[src/rtl/hazard_scoreboard_if.sv]
// Issue/decode-side bundle for hazard_scoreboard.
//   master: the pipeline control (drives issue_*, id_*, flush; observes stall and status)
//   slave : the scoreboard itself
// Signals:
//   issue_valid/issue_regwrite/issue_rd/issue_latency - instruction leaving ID this cycle
//   id_rs/id_rt/id_rs_used/id_rt_used                 - operands of the instruction in ID
//   flush                                             - discard all in-flight writes
//   stall                                             - combinational decode stall
//   pending_mask                                      - one bit per register with cnt != 0
//   stall_count                                       - saturating stall-cycle counter
interface hazard_scoreboard_if #(
  parameter int unsigned NREGS = 32,
  parameter int unsigned AW    = 5,
  parameter int unsigned CW    = 3,
  parameter int unsigned SW    = 16
);
  logic             issue_valid;
  logic             issue_regwrite;
  logic [AW-1:0]    issue_rd;
  logic [CW-1:0]    issue_latency;
  logic [AW-1:0]    id_rs;
  logic [AW-1:0]    id_rt;
  logic             id_rs_used;
  logic             id_rt_used;
  logic             flush;
  logic             stall;
  logic [NREGS-1:0] pending_mask;
  logic [SW-1:0]    stall_count;

  modport master (
    output issue_valid, issue_regwrite, issue_rd, issue_latency,
    output id_rs, id_rt, id_rs_used, id_rt_used, flush,
    input  stall, pending_mask, stall_count
  );

  modport slave (
    input  issue_valid, issue_regwrite, issue_rd, issue_latency,
    input  id_rs, id_rt, id_rs_used, id_rt_used, flush,
    output stall, pending_mask, stall_count
  );
endinterface

[src/rtl/hazard_scoreboard.sv]
// Hazard scoreboard for results that are not yet on a forward path (loads, multi-cycle ops).
// Each issued destination gets a countdown of its issue latency; while a register's countdown is
// non-zero, a decode-stage read of it stalls decode. A saturating counter tracks stall cycles.
// Ports:
//   clk     - clock, rising edge
//   reset_n - asynchronous active-low reset
//   bus     - hazard_scoreboard_if slave modport (issue, decode operands, flush, stall, status)
module hazard_scoreboard #(
  parameter int unsigned NREGS = 32,
  parameter int unsigned AW    = 5,   // 2**AW must be >= NREGS
  parameter int unsigned CW    = 3,
  parameter int unsigned SW    = 16
) (
  input logic                 clk,
  input logic                 reset_n,
  hazard_scoreboard_if.slave  bus
);

  localparam int unsigned NIdx = 1 << AW;

  logic [CW-1:0]    cnt_q [NREGS];
  logic [CW-1:0]    cnt_d [NREGS];
  logic [SW-1:0]    stall_count_q, stall_count_d;
  logic [NREGS-1:0] pending;
  logic [NIdx-1:0]  pending_ext;
  logic             rs_hz, rt_hz, stall, issue_fire;

  always_comb begin
    for (int unsigned r = 0; r < NREGS; r++) begin
      pending[r] = (cnt_q[r] != '0);
    end
    // Indices beyond NREGS read as zero, so they never stall.
    pending_ext              = '0;
    pending_ext[NREGS-1:0]   = pending;

    rs_hz = bus.id_rs_used && (bus.id_rs != '0) && pending_ext[bus.id_rs];
    rt_hz = bus.id_rt_used && (bus.id_rt != '0) && pending_ext[bus.id_rt];
    stall = (rs_hz || rt_hz) && !bus.flush;

    issue_fire = bus.issue_valid && !stall && bus.issue_regwrite &&
                 (bus.issue_rd != '0) && !bus.flush;

    for (int unsigned r = 0; r < NREGS; r++) begin
      cnt_d[r] = cnt_q[r];
      if (bus.flush) begin
        cnt_d[r] = '0;
      end else if (issue_fire && (bus.issue_rd == AW'(r))) begin
        // Younger write replaces any older countdown; latency 0 leaves it not pending.
        cnt_d[r] = bus.issue_latency;
      end else if (cnt_q[r] != '0) begin
        cnt_d[r] = cnt_q[r] - CW'(1);
      end
    end

    stall_count_d = stall_count_q;
    if (stall && (stall_count_q != '1)) begin
      stall_count_d = stall_count_q + SW'(1);
    end
  end

  always_ff @(posedge clk or negedge reset_n) begin
    if (!reset_n) begin
      for (int unsigned r = 0; r < NREGS; r++) begin
        cnt_q[r] <= '0;
      end
      stall_count_q <= '0;
    end else begin
      for (int unsigned r = 0; r < NREGS; r++) begin
        cnt_q[r] <= cnt_d[r];
      end
      stall_count_q <= stall_count_d;
    end
  end

  assign bus.stall        = stall;
  assign bus.pending_mask = pending;
  assign bus.stall_count  = stall_count_q;

endmodule

[src/flat_wrapper.sv]
// flat-port wrapper written by rule: the top's interface ports become plain ports
module hazard_scoreboard_flat 
#(
  parameter int unsigned NREGS = 32,
  parameter int unsigned AW    = 5,                            
  parameter int unsigned CW    = 3,
  parameter int unsigned SW    = 16
)
  (clk, reset_n, bus_issue_valid, bus_issue_regwrite, bus_issue_rd, bus_issue_latency, bus_id_rs, bus_id_rt, bus_id_rs_used, bus_id_rt_used, bus_flush, bus_stall, bus_pending_mask, bus_stall_count);
  hazard_scoreboard_if #(.NREGS(NREGS), .AW(AW), .CW(CW), .SW(SW)) bus_i ();
  input logic clk;
  input logic reset_n;
  input wire logic [$bits(bus_i.issue_valid)-1:0] bus_issue_valid;
  input wire logic [$bits(bus_i.issue_regwrite)-1:0] bus_issue_regwrite;
  input wire logic [$bits(bus_i.issue_rd)-1:0] bus_issue_rd;
  input wire logic [$bits(bus_i.issue_latency)-1:0] bus_issue_latency;
  input wire logic [$bits(bus_i.id_rs)-1:0] bus_id_rs;
  input wire logic [$bits(bus_i.id_rt)-1:0] bus_id_rt;
  input wire logic [$bits(bus_i.id_rs_used)-1:0] bus_id_rs_used;
  input wire logic [$bits(bus_i.id_rt_used)-1:0] bus_id_rt_used;
  input wire logic [$bits(bus_i.flush)-1:0] bus_flush;
  output wire logic [$bits(bus_i.stall)-1:0] bus_stall;
  output wire logic [$bits(bus_i.pending_mask)-1:0] bus_pending_mask;
  output wire logic [$bits(bus_i.stall_count)-1:0] bus_stall_count;
  assign bus_i.issue_valid = bus_issue_valid;
  assign bus_i.issue_regwrite = bus_issue_regwrite;
  assign bus_i.issue_rd = bus_issue_rd;
  assign bus_i.issue_latency = bus_issue_latency;
  assign bus_i.id_rs = bus_id_rs;
  assign bus_i.id_rt = bus_id_rt;
  assign bus_i.id_rs_used = bus_id_rs_used;
  assign bus_i.id_rt_used = bus_id_rt_used;
  assign bus_i.flush = bus_flush;
  assign bus_stall = bus_i.stall;
  assign bus_pending_mask = bus_i.pending_mask;
  assign bus_stall_count = bus_i.stall_count;
  hazard_scoreboard #(.NREGS(NREGS), .AW(AW), .CW(CW), .SW(SW)) u_core (.clk(clk), .reset_n(reset_n), .bus(bus_i));
endmodule
[config.mk]
export PLATFORM = sky130hd
export DESIGN_NAME = hazard_scoreboard_flat
export DESIGN_NICKNAME = d
export VERILOG_FILES = /design/src/rtl/hazard_scoreboard_if.sv /design/src/rtl/hazard_scoreboard.sv /design/src/flat_wrapper.sv
export SDC_FILE = /design/constraint.sdc
export NUM_CORES = 1
export LEC_CHECK = 0
export CAP_MARGIN = 20
export CELL_PAD_IN_SITES_DETAIL_PLACEMENT = 2
export CELL_PAD_IN_SITES_GLOBAL_PLACEMENT = 2
export CORE_AREA = 2 2 183 185
export DETAILED_ROUTE_END_ITERATION = 6
export DIE_AREA = 0 0 185 187
export GPL_TIMING_DRIVEN = 0
export PLACE_DENSITY = 0.68
export SLEW_MARGIN = 25
export SYNTH_ARGS = -nofsm -noshare
export SYNTH_HDL_FRONTEND = slang
export SYNTH_SLANG_ARGS = --single-unit
[constraint.sdc]
create_clock -name clk -period 5.28 [get_ports clk]
set_clock_uncertainty 0.05 [all_clocks]
set_input_delay 1.584 -clock clk [delete_from_list [all_inputs] [get_ports clk]]
set_output_delay 1.584 -clock clk [all_outputs]
set_load 0.02 [all_outputs]
==> results.json, run 1 <==
{
  "vias_per_cell": 4.78,
  "worstMarginPinSlew_ps": 949,
  "setup_slack_ps": 44.3,
  "diodes": 0,
  "wl_per_cell_um": 19.7,
  "worstHoldPathType": "reg2reg",
  "finalPower_mw": 5.51,
  "path_cells": "clkdlybuf4s15_2 > buf_6 > or3b_2 > a21oi_1 > a2111oi_1 > a22o_2 > nor4_4 > nor2_1 > buf_2",
  "portBuffers": 68,
  "leakagePower_nw": 4.54,
  "via_count": 6732,
  "overflow": 0,
  "synth_fa_ha_area_frac": 0.101,
  "avgSynthCellArea_sq_um": 9.23,
  "cts.htree.levels": 3,
  "synth-edff-count": 0,
  "gp_congestion": 0.785,
  "cp.buffers_inverters": 3,
  "track_usage": 0.164,
  "path_max_fanout": 10,
  "wl_um": 27700,
  "place_hpwl_um": 20900,
  "synth_xor_area_frac": 0.0502,
  "grt_max_degree": 72,
  "postCtsHoldBufs": 0,
  "cts.path.max_buffers": 2,
  "synth_compound_area_frac": 0.0890,
  "io_pins": 74,
  "fin_crit_ps": 5240,
  "netlist_instances": 869,
  "cts_tree": "built",
  "powerDensity_nw_per_um2": 564,
  "synth_largest_area_cell": "dfrtp_1",
  "slew_headroom": 0.365,
  "cts_sinks": 112,
  "worstSetupPathType": "in2out",
  "netlist_top_cells_area": "dfrtp_1, mux2i_1, ha_1",
  "startpoint": "bus_id_rs[0]",
  "required_ps": 3650,
  "regToRegStartpoint": "u_core.cnt_q[9]",
  "area_delta_synth_final_pct": 21.9,
  "async_reset_ff_frac": 1.00,
  "peakVddDrop_uv": 193,
  "critPathTopFamily": "simple AND/OR/NAND/NOR gates",
  "seq_area_frac_synth": 0.350,
  "max_freq_ghz": 0.191,
  "hold_path.startpoint": "u_core.bus.stall_count[12]",
  "dieHeight_um": 187,
  "drive_gt1_frac": 0.0979,
  "pre_cts_slack_ps": -1650,
  "syn_area_sq_um": 8020,
  "synth-seq-cells": 112,
  "ctsRootBufferMaster": "clkbuf_16",
  "drt_first_pass_iters": 4,
  "cpPeakStageDelay_ps": 470,
  "hold_viol": 0,
  "critPathLaunchType": "input pin",
  "synth_cell_types": 55,
  "synth-simple-area-share": 0.194,
  "synth_top_family_by_area": "simple AND/OR/NAND/NOR gates",
  "grt_pass1_wl_um": 43200,
  "yosys_warnings": 0,
  "dieWidth_um": 185,
  "cap_viol_max_count": 0,
  "worst_hold_slack_ps": 467,
  "arrival_ps": 3600,
  "initial_utilization": 0.244,
  "final_cell_mix": "nand2_1, dfrtp_1, inv_1",
  "core-area_sq_um": 32900,
  "cts_buffers": 9,
  "yosysTopAreaCellShare": 0.350,
  "fin_crit_sh": 0.992,
  "status": "completed",
  "slowest_stage": "or3b_2",
  "report.final.setup_viol": 0,
  "drt_iter0_drc": 212,
  "synthMuxAreaShare": 0.151,
  "cp-end-kind": "output pin",
  "dieArea_sq_um": 34600,
  "row_count": 67,
  "layout.nets": 1045,
  "path_clk_slew_ps": 80,
  "clk_latency_ps": 370,
  "slew_violations": 0,
  "ys.flop_type": "dfrtp_1",
  "drcViolationCount": 0,
  "drtAntennaViolNets": 0,
  "synth_nets": 959,
  "grt_pass1_vias": 7349,
  "antenna_found_initial": 1
}
[report_power, final]
part           internal, mW  leakage (nW)  switching (mW)
Combinational          1.52          2.92            1.81
Clock                 0.379         0.150           0.383
Sequential             1.18          1.46           0.235
[through the flow]
stage / instances / TNS (ps) / cell area [sq um] / util
floorplan: 869 / 0 / 8020 / -
global placement: 1385 / -296850 / 9260 / 0.282
detailed placement: 1386 / -2230 / 9290 / 0.283
CTS: 1404 / 0 / 9700 / 0.295
global route: 1408 / -9.33 / 9780 / 0.298
finish: 1408 / 0 / 9780 / 0.298
[layer usage]
layer	GRT usage	up-vias	wire length (um)
met4	0.0339	2	308
li1	-	3143	-
met1	0.210	3469	12500
met5	0	-	18
met3	0.0259	20	1010
met2	0.290	98	13900
[path summary, 6_finish.rpt]
path                                               to  slack [ps]  cells past startpoint
setup / recovery                            bus_stall          40                      9
hold / removal             u_core.bus.stall_count[12]         470                      1
setup reg to reg                     u_core.cnt_q[11]        1630                     10
hold reg to reg            u_core.bus.stall_count[12]         470                      1
max in group asynchronous            u_core.cnt_q[78]        3400                      2
min in group asynchronous  u_core.bus.stall_count[11]        1050                      1
[synthesized netlist by cell type, types with 18 or more instances]
library cell and count:
o21ai_0 29, mux2_2 19, nand2_1 112, nor2b_1 32, inv_1 92, xnor2_1 45, nor2_1 55, mux2i_1 84
clkbuf_1 25, nand3_1 19, dfrtp_1 112, ha_1 65, o211ai_1 18
[what timing repair did]
action	CTS	global route
gates cloned	0	0
hold endpoints to repair	0	0
pin swaps	2	6
setup endpoints to repair	1	1
setup buffers	3	4
gates resized for setup	37	14
[final cells by class]
type	count	area (sq um)
clock buffer	10	229
multi-input combinational	627	4810
fill	3714	23100
timing repair buffer	76	757
clock inverter	6	76.3
sequential	112	2800
tap	448	561
inverter	93	349
buffer	36	190
[cells by family after synthesis]
kind of cell | Yosys count
multiplexers | 110
AO/OA/AOI/OAI | 102
XOR/XNOR | 46
AND/OR/NAND/NOR | 304
adder cells (fa/ha/maj) | 65
flip-flops | 112
buffers and inverters | 130
[registers in the layout, indices dropped and copies added (netlist names)]
signal                  count
u_core.cnt_q               96
u_core.bus.stall_count     16
Power figures use the tool's default switching activity.
==> run 2: changes to the inputs <==
--- a/config.mk
+++ b/config.mk
@@ -5,12 +5,12 @@
 export SDC_FILE = /design/constraint.sdc
 export NUM_CORES = 1
 export LEC_CHECK = 0
-export CAP_MARGIN = 20
+export CAP_MARGIN = 0
 export CELL_PAD_IN_SITES_DETAIL_PLACEMENT = 2
 export CELL_PAD_IN_SITES_GLOBAL_PLACEMENT = 2
-export CORE_AREA = 2 2 183 185
+export CORE_AREA = 2 2 192 175
 export DETAILED_ROUTE_END_ITERATION = 6
-export DIE_AREA = 0 0 185 187
+export DIE_AREA = 0 0 194 177
 export GPL_TIMING_DRIVEN = 0
 export PLACE_DENSITY = 0.68
 export SLEW_MARGIN = 25
==> run 2 against run 1 <==
Net effect:
- wire length shrank 1.1%
- largest cell class unchanged
- critical endpoint unchanged
- combinational power about the same
- total power is 1.5% lower
- final cell count fell by 2.1%
- non-clock buffer count shrank 4
- fmax up 1.5%
- hold slack lost 2.6 ps
- sequential share of layout area increased by 0.37 points
- die area decreased by 0.74%
- cell area fell by 1.3%
==> results.json, run 2 (synthesis gave the netlist of run 1 again) <==
{
  "ctsRootBufferMaster": "clkbuf_16",
  "grt_pass1_vias": 7317,
  "drive_gt1_frac": 0.0900,
  "dieHeight_um": 177,
  "vias_per_cell": 4.83,
  "final_cell_mix": "nand2_1, dfrtp_1, inv_1",
  "worstHoldPathType": "reg2reg",
  "diodes": 0,
  "gp_congestion": 0.797,
  "area_delta_synth_final_pct": 20.4,
  "path_cells": "buf_2 > mux2i_1 > mux4_2 > o211a_1 > nor4_4 > nor2_1 > buf_2",
  "layout.nets": 1041,
  "grt_max_degree": 65,
  "portBuffers": 68,
  "path_clk_slew_ps": 90,
  "cts.path.max_buffers": 2,
  "drtAntennaViolNets": 0,
  "clk_latency_ps": 370,
  "grt_pass1_wl_um": 43500,
  "dieArea_sq_um": 34300,
  "path_max_fanout": 15,
  "cts_sinks": 112,
  "wl_per_cell_um": 19.9,
  "largest_reg_flops": 96,
  "place_hpwl_um": 20700,
  "row_count": 63,
  "peakVddDrop_uv": 294,
  "hold_viol": 0,
  "report.final.setup_viol": 0,
  "required_ps": 3650,
  "dieWidth_um": 194,
  "slew_headroom": 0.314,
  "cts.htree.levels": 3,
  "finalPower_mw": 5.43,
  "cp.buffers_inverters": 2,
  "worstMarginPinSlew_ps": 1030,
  "design_area_sq_um": 9650,
  "critPathTopFamily": "multiplexers",
  "fin_crit_ps": 5160,
  "arrival_ps": 3520,
  "cp-end-kind": "output pin",
  "powerDensity_nw_per_um2": 563,
  "core-area_sq_um": 32500,
  "status": "completed",
  "drt_first_pass_iters": 4,
  "io_pins": 74,
  "critPathLaunchType": "input pin",
  "fin_util": 0.297,
  "top_register": "u_core.cnt_q",
  "timing.critical_path.mode_cell": "buf_2",
  "slew_violations": 0,
  "leakagePower_nw": 4.48,
  "drt_iter0_drc": 300,
  "rsz0062_at_grt": "false",
  "overflow": 0,
  "via_count": 6660,
  "cpPeakStageDelay_ps": 500,
  "fin_crit_sh": 0.977,
  "drcViolationCount": 0,
  "cts_tree": "built",
  "wl_um": 27400,
  "initial_utilization": 0.247,
  "worstSetupPathType": "in2out",
  "cts_buffers": 9,
  "slowest_stage": "mux4_2",
  "antenna_found_initial": 0,
  "max_freq_ghz": 0.194,
  "cap_viol_max_count": 0,
  "track_usage": 0.163,
  "place_area_sq_um": 9260
}
run 2: cell types whose count changed in the layout (fill, tap and decap cells not counted), moves of 2 or more:
cell / before / now
a21oi_2: 0 / 2
buf_4: 10 / 6
buf_6: 5 / 3
clkinv_2: 0 / 2
run 2: layout make-up:
class	instances	area (sq um)
clock inverters	7	58.8
plain buffers	35	181
fillers	3664	22800
well taps	422	528
inverters	93	349
multi-input cells	627	4770
repair buffers	73	734
clock buffers	9	225
flip-flops and latches	112	2800
run 2: where the power goes:
group	leakage [nW]	internal (mW)	switching (mW)
logic	2.88	1.50	1.81
clock network	0.144	0.331	0.371
registers	1.46	1.18	0.236
run 2: path summary, 6_finish.rpt:
kind	from	to	slack, ps	cells after the start
min in group asynchronous	reset_n	u_core.cnt_q[33]	1080	1
worst max register to register	u_core.cnt_q[48]	u_core.cnt_q[11]	1630	11
max in group asynchronous	reset_n	u_core.cnt_q[70]	3400	2
worst min-delay path	u_core.bus.stall_count[8]	u_core.bus.stall_count[8]	460	1
worst min register to register	u_core.bus.stall_count[8]	u_core.bus.stall_count[8]	460	1
worst max-delay path	bus_id_rt[2]	bus_stall	120	7
run 2: layer usage:
layer	GRT usage	up-vias	routed length, um
met2	0.293	69	13700
met4	0.0275	0	223
met3	0.0215	16	601
met1	0.213	3448	12900
met5	0	-	0
li1	-	3127	-
run 2: repair_timing:
action,in CTS,in global routing
endpoints found under the setup margin,1,1
pin swaps,4,3
gates resized for setup,28,8
hold buffers,0,0
endpoints found under the hold margin,0,0
buffers inserted,3,1
run 2: metrics by stage:
stage,worst slack (ps),setup TNS [ps],hold slack [ps],std cells
2_1_floorplan,438,0,460,869
5_1_grt,15.1,0,492,1378
4_1_cts,43.4,0,466,1377
3_5_place_dp,-1140,-1140,450,1360
6_report,122,0,465,1378
3_3_place_gp,-2660,-297300,433,1359
==> run 3: changes to the inputs <==
--- a/config.mk
+++ b/config.mk
@@ -6,13 +6,13 @@
 export NUM_CORES = 1
 export LEC_CHECK = 0
 export CAP_MARGIN = 0
-export CELL_PAD_IN_SITES_DETAIL_PLACEMENT = 2
-export CELL_PAD_IN_SITES_GLOBAL_PLACEMENT = 2
-export CORE_AREA = 2 2 192 175
+export CELL_PAD_IN_SITES_DETAIL_PLACEMENT = 0
+export CELL_PAD_IN_SITES_GLOBAL_PLACEMENT = 1
+export CORE_AREA = 2 2 144 132
 export DETAILED_ROUTE_END_ITERATION = 6
-export DIE_AREA = 0 0 194 177
+export DIE_AREA = 0 0 146 134
 export GPL_TIMING_DRIVEN = 0
-export PLACE_DENSITY = 0.68
+export PLACE_DENSITY = 0.9
 export SLEW_MARGIN = 25
 export SYNTH_ARGS = -nofsm -noshare
 export SYNTH_HDL_FRONTEND = slang
==> run 3 against run 2 <==
Net effect:
- critical path depth grew 1
- count of clock-buffer cells in the layout is 1 higher
- worst setup slack worse by 35 ps
- flip-flop and latch count unchanged
- wire length fell by 21%
- final cell count down 13%
- die area fell by 43%
- sequential share of layout area grew 0.60 points
- critical endpoint unchanged
==> results.json, run 3 (synthesis gave the netlist of run 1 again) <==
{
  "place_hpwl_um": 15800,
  "fin_util": 0.522,
  "path_clk_slew_ps": 70,
  "worstMarginPinSlew_ps": 964,
  "worstSetupPathType": "in2out",
  "postCtsHoldBufs": 0,
  "grt_pass1_wl_um": 34400,
  "initial_utilization": 0.443,
  "worst_hold_path.num_cells": 1,
  "required_ps": 3650,
  "gp_congestion": 0.876,
  "final_cell_mix": "nand2_1, dfrtp_1, inv_1",
  "io_pins": 74,
  "cts_buffers": 9,
  "final.fill_count": 1719,
  "arrival_ps": 3560,
  "layoutNonFillerInstCount": 1202,
  "slowest_stage": "mux4_2",
  "portBuffers": 68,
  "wl_um": 21600,
  "via_count": 6555,
  "row_count": 47,
  "cpPeakStageDelay_ps": 520,
  "cts_sinks": 112,
  "worstHoldPathType": "reg2reg",
  "slew_headroom": 0.353,
  "dp.cells": 1183,
  "powerDensity_nw_per_um2": 568,
  "cts_tree": "built",
  "hold_viol": 0,
  "top_register": "u_core.cnt_q",
  "diodes": 0,
  "drive_gt1_frac": 0.0888,
  "clk_latency_ps": 360,
  "dieArea_sq_um": 19600,
  "fin_crit_ps": 5190,
  "ctsRootBufferMaster": "clkbuf_16",
  "track_usage": 0.224,
  "slew_violations": 0,
  "r2r_cells": 11,
  "leakagePower_nw": 4.50,
  "cap_viol_max_count": 0,
  "grt_max_degree": 62,
  "peakVddDrop_uv": 370,
  "path_cells": "clkdlybuf4s15_2 > buf_6 > mux4_2 > a21oi_2 > a311oi_2 > nor4_4 > nor2_1 > buf_2",
  "rsz0062_at_grt": "false",
  "wl_per_cell_um": 18.0,
  "cp-end-kind": "output pin",
  "cts.htree.levels": 3,
  "grt_pass1_vias": 6366,
  "drtAntennaViolNets": 0,
  "dieHeight_um": 134,
  "antenna_found_initial": 0,
  "cts.path.max_buffers": 2,
  "status": "completed",
  "largest_reg_flops": 96,
  "max_freq_ghz": 0.193,
  "dieWidth_um": 146,
  "drt_iter0_drc": 534,
  "critPathLaunchType": "input pin",
  "vias_per_cell": 5.45,
  "fin_crit_sh": 0.984,
  "area_delta_synth_final_pct": 18.0,
  "path_max_fanout": 10,
  "drt_first_pass_iters": 5,
  "drcViolationCount": 0,
  "report.final.setup_viol": 0,
  "layout.nets": 1042,
  "overflow": 0,
  "core-area_sq_um": 18100
}
run 3: power breakdown:
group | total, mW | switching [mW] | internal, mW
logic | 3.20 | 1.71 | 1.49
clock network | 0.775 | 0.342 | 0.432
registers | 1.40 | 0.222 | 1.18
run 3: path summary, 6_finish.rpt:
check / startpoint / endpoint / slack (ps)
max: bus_id_rs[2] / bus_stall / 90
min: u_core.bus.stall_count[9] / u_core.bus.stall_count[9] / 450
min reg2reg: u_core.bus.stall_count[9] / u_core.bus.stall_count[9] / 450
max in group asynchronous: reset_n / u_core.cnt_q[7] / 3460
max reg2reg: u_core.cnt_q[54] / u_core.cnt_q[10] / 1790
min in group asynchronous: reset_n / u_core.bus.stall_count[8] / 1070
run 3: timing repair:
action / 4_1_cts / 5_1_grt
endpoints found under the hold margin: 0 / 0
pin swaps: 3 / 2
endpoints found under the setup margin: 1 / 1
buffers inserted: 2 / 1
gates resized for setup: 24 / 6
run 3: cell type report:
| cell class | instances | area [sq um] | area share |
|---|---|---|---|
| repair buffers | 72 | 728 | 0.0770 |
| clock inverters | 6 | 91.3 | 0.00966 |
| well taps | 245 | 307 | 0.0324 |
| clock buffers | 10 | 239 | 0.0253 |
| inverters | 93 | 349 | 0.0369 |
| flip-flops and latches | 112 | 2800 | 0.296 |
| plain buffers | 37 | 183 | 0.0193 |
| multi-input cells | 627 | 4760 | 0.503 |
run 3: critical path: cells and delay by family:
kind                   cells  cell delay (ps)
buffers and inverters      3              650
multiplexers               1              520
AND/OR/NAND/NOR            2              400
AO/OA/AOI/OAI              2              390
run 3: stage by stage:
step / instance area, sq um / power, mW / setup WS (ps) / TNS [ps] / hold slack, ps
3_3_place_gp: 9000 / 4.47 / -2080 / -232560 / 433
6_report: 9460 / 5.37 / 86.4 / 0 / 451
5_1_grt: 9460 / 5.80 / 1.71 / 0 / 479
2_1_floorplan: 8020 / 3.59 / 438 / 0 / 460
4_1_cts: 9440 / 5.38 / 29.1 / 0 / 456
3_5_place_dp: 9040 / 4.54 / -1030 / -1030 / 440
run 3: metal layers:
layer  vias up  routed length (um)  GRT usage
li1       3144                   -          -
met1      3221                9780      0.301
met2       165               10400      0.376
met3        25                1020     0.0422
met4         0                 397     0.0583
met5         -                   0          0
==> edit (settings of run 3) <==
`CW` is set to 3 in 3 places; all go to 6.
--- a/src/rtl/hazard_scoreboard_if.sv
+++ b/src/rtl/hazard_scoreboard_if.sv
@@ -11,7 +11,7 @@
 interface hazard_scoreboard_if #(
   parameter int unsigned NREGS = 32,
   parameter int unsigned AW    = 5,
-  parameter int unsigned CW    = 3,
+  parameter int unsigned CW    = 6,
   parameter int unsigned SW    = 16
 );
   logic             issue_valid;
--- a/src/rtl/hazard_scoreboard.sv
+++ b/src/rtl/hazard_scoreboard.sv
@@ -8,7 +8,7 @@
 module hazard_scoreboard #(
   parameter int unsigned NREGS = 32,
   parameter int unsigned AW    = 5,   // 2**AW must be >= NREGS
-  parameter int unsigned CW    = 3,
+  parameter int unsigned CW    = 6,
   parameter int unsigned SW    = 16
 ) (
   input logic                 clk,
--- a/src/flat_wrapper.sv
+++ b/src/flat_wrapper.sv
@@ -3,7 +3,7 @@
 #(
   parameter int unsigned NREGS = 32,
   parameter int unsigned AW    = 5,                            
-  parameter int unsigned CW    = 3,
+  parameter int unsigned CW    = 6,
   parameter int unsigned SW    = 16
 )
   (clk, reset_n, bus_issue_valid, bus_issue_regwrite, bus_issue_rd, bus_issue_latency, bus_id_rs, bus_id_rt, bus_id_rs_used, bus_id_rt_used, bus_flush, bus_stall, bus_pending_mask, bus_stall_count);
Ports: changed (resized bus_issue_latency); port bits go from 74 to 77. The function was not compared with the original's and may differ.
==> edit against run 3 <==
The flow now stops in global placement without I/O (3_1_place_gp_skip_io). Synthesized cell count up 60%. Synthesized area up 67%.
==> edit: results (changes against run 3) <==
ys_ff_latch: 208  # +86%
firstError: "[ERROR GPL-0301] Utilization 102.172 % exceeds 100%."
yosys_warnings: 0  # unchanged
yosysSeqAreaShare_pct: 38.9  # +4.0 points
async_reset_ff_share_pct: 100  # unchanged
yosysUniqueCellTypes: 63  # +15%
synthMuxAreaShare_pct: 16.1  # +1.0 points
synthXorXnorAreaFrac_pct: 8.91  # +3.9 points
lastStage: "global placement without I/O (3_1_place_gp_skip_io)"
syn-num-nets: 1450  # +51%
synthAdderAreaFrac_pct: 3.09  # -7.1 points
synth.avg_cell_area_sq_um: 9.63  # +4.4%
synth-main-ff-cell: "dfrtp_1"
synth_compound_area_share_pct: 5.74  # -3.2 points
outcome: "did not finish"
synthTopCellsByArea: "dfrtp_1 39%, mux2i_1 8.2%, mux2_1 4.9%, xor2_1 4.7%, xnor2_1 4.2%"
synthTopCellsByCount: "208 x dfrtp_1, 145 x nor2_1, 121 x nand2_1"
edit: changes by cell type after synthesis, moves of 22 or more:
cell | run 3 | this run
a21oi_1 | 10 | 54
clkbuf_1 | 25 | 48
dfrtp_1 | 112 | 208
ha_1 | 65 | 33
mux2_1 | 0 | 58
mux2i_1 | 84 | 110
nor2_1 | 55 | 145
nor3_1 | 10 | 56
nor3b_1 | 9 | 45
o21ai_0 | 29 | 2
or3_1 | 1 | 31
or3b_1 | 0 | 22
xor2_1 | 1 | 72
edit: cells by family after synthesis:
kind of cell	count (synthesis)
buffers and inverters	160
XOR/XNOR	136
adder cells (fa/ha/maj)	33
flip-flops	208
AO/OA/AOI/OAI	115
AND/OR/NAND/NOR	544
multiplexers	193
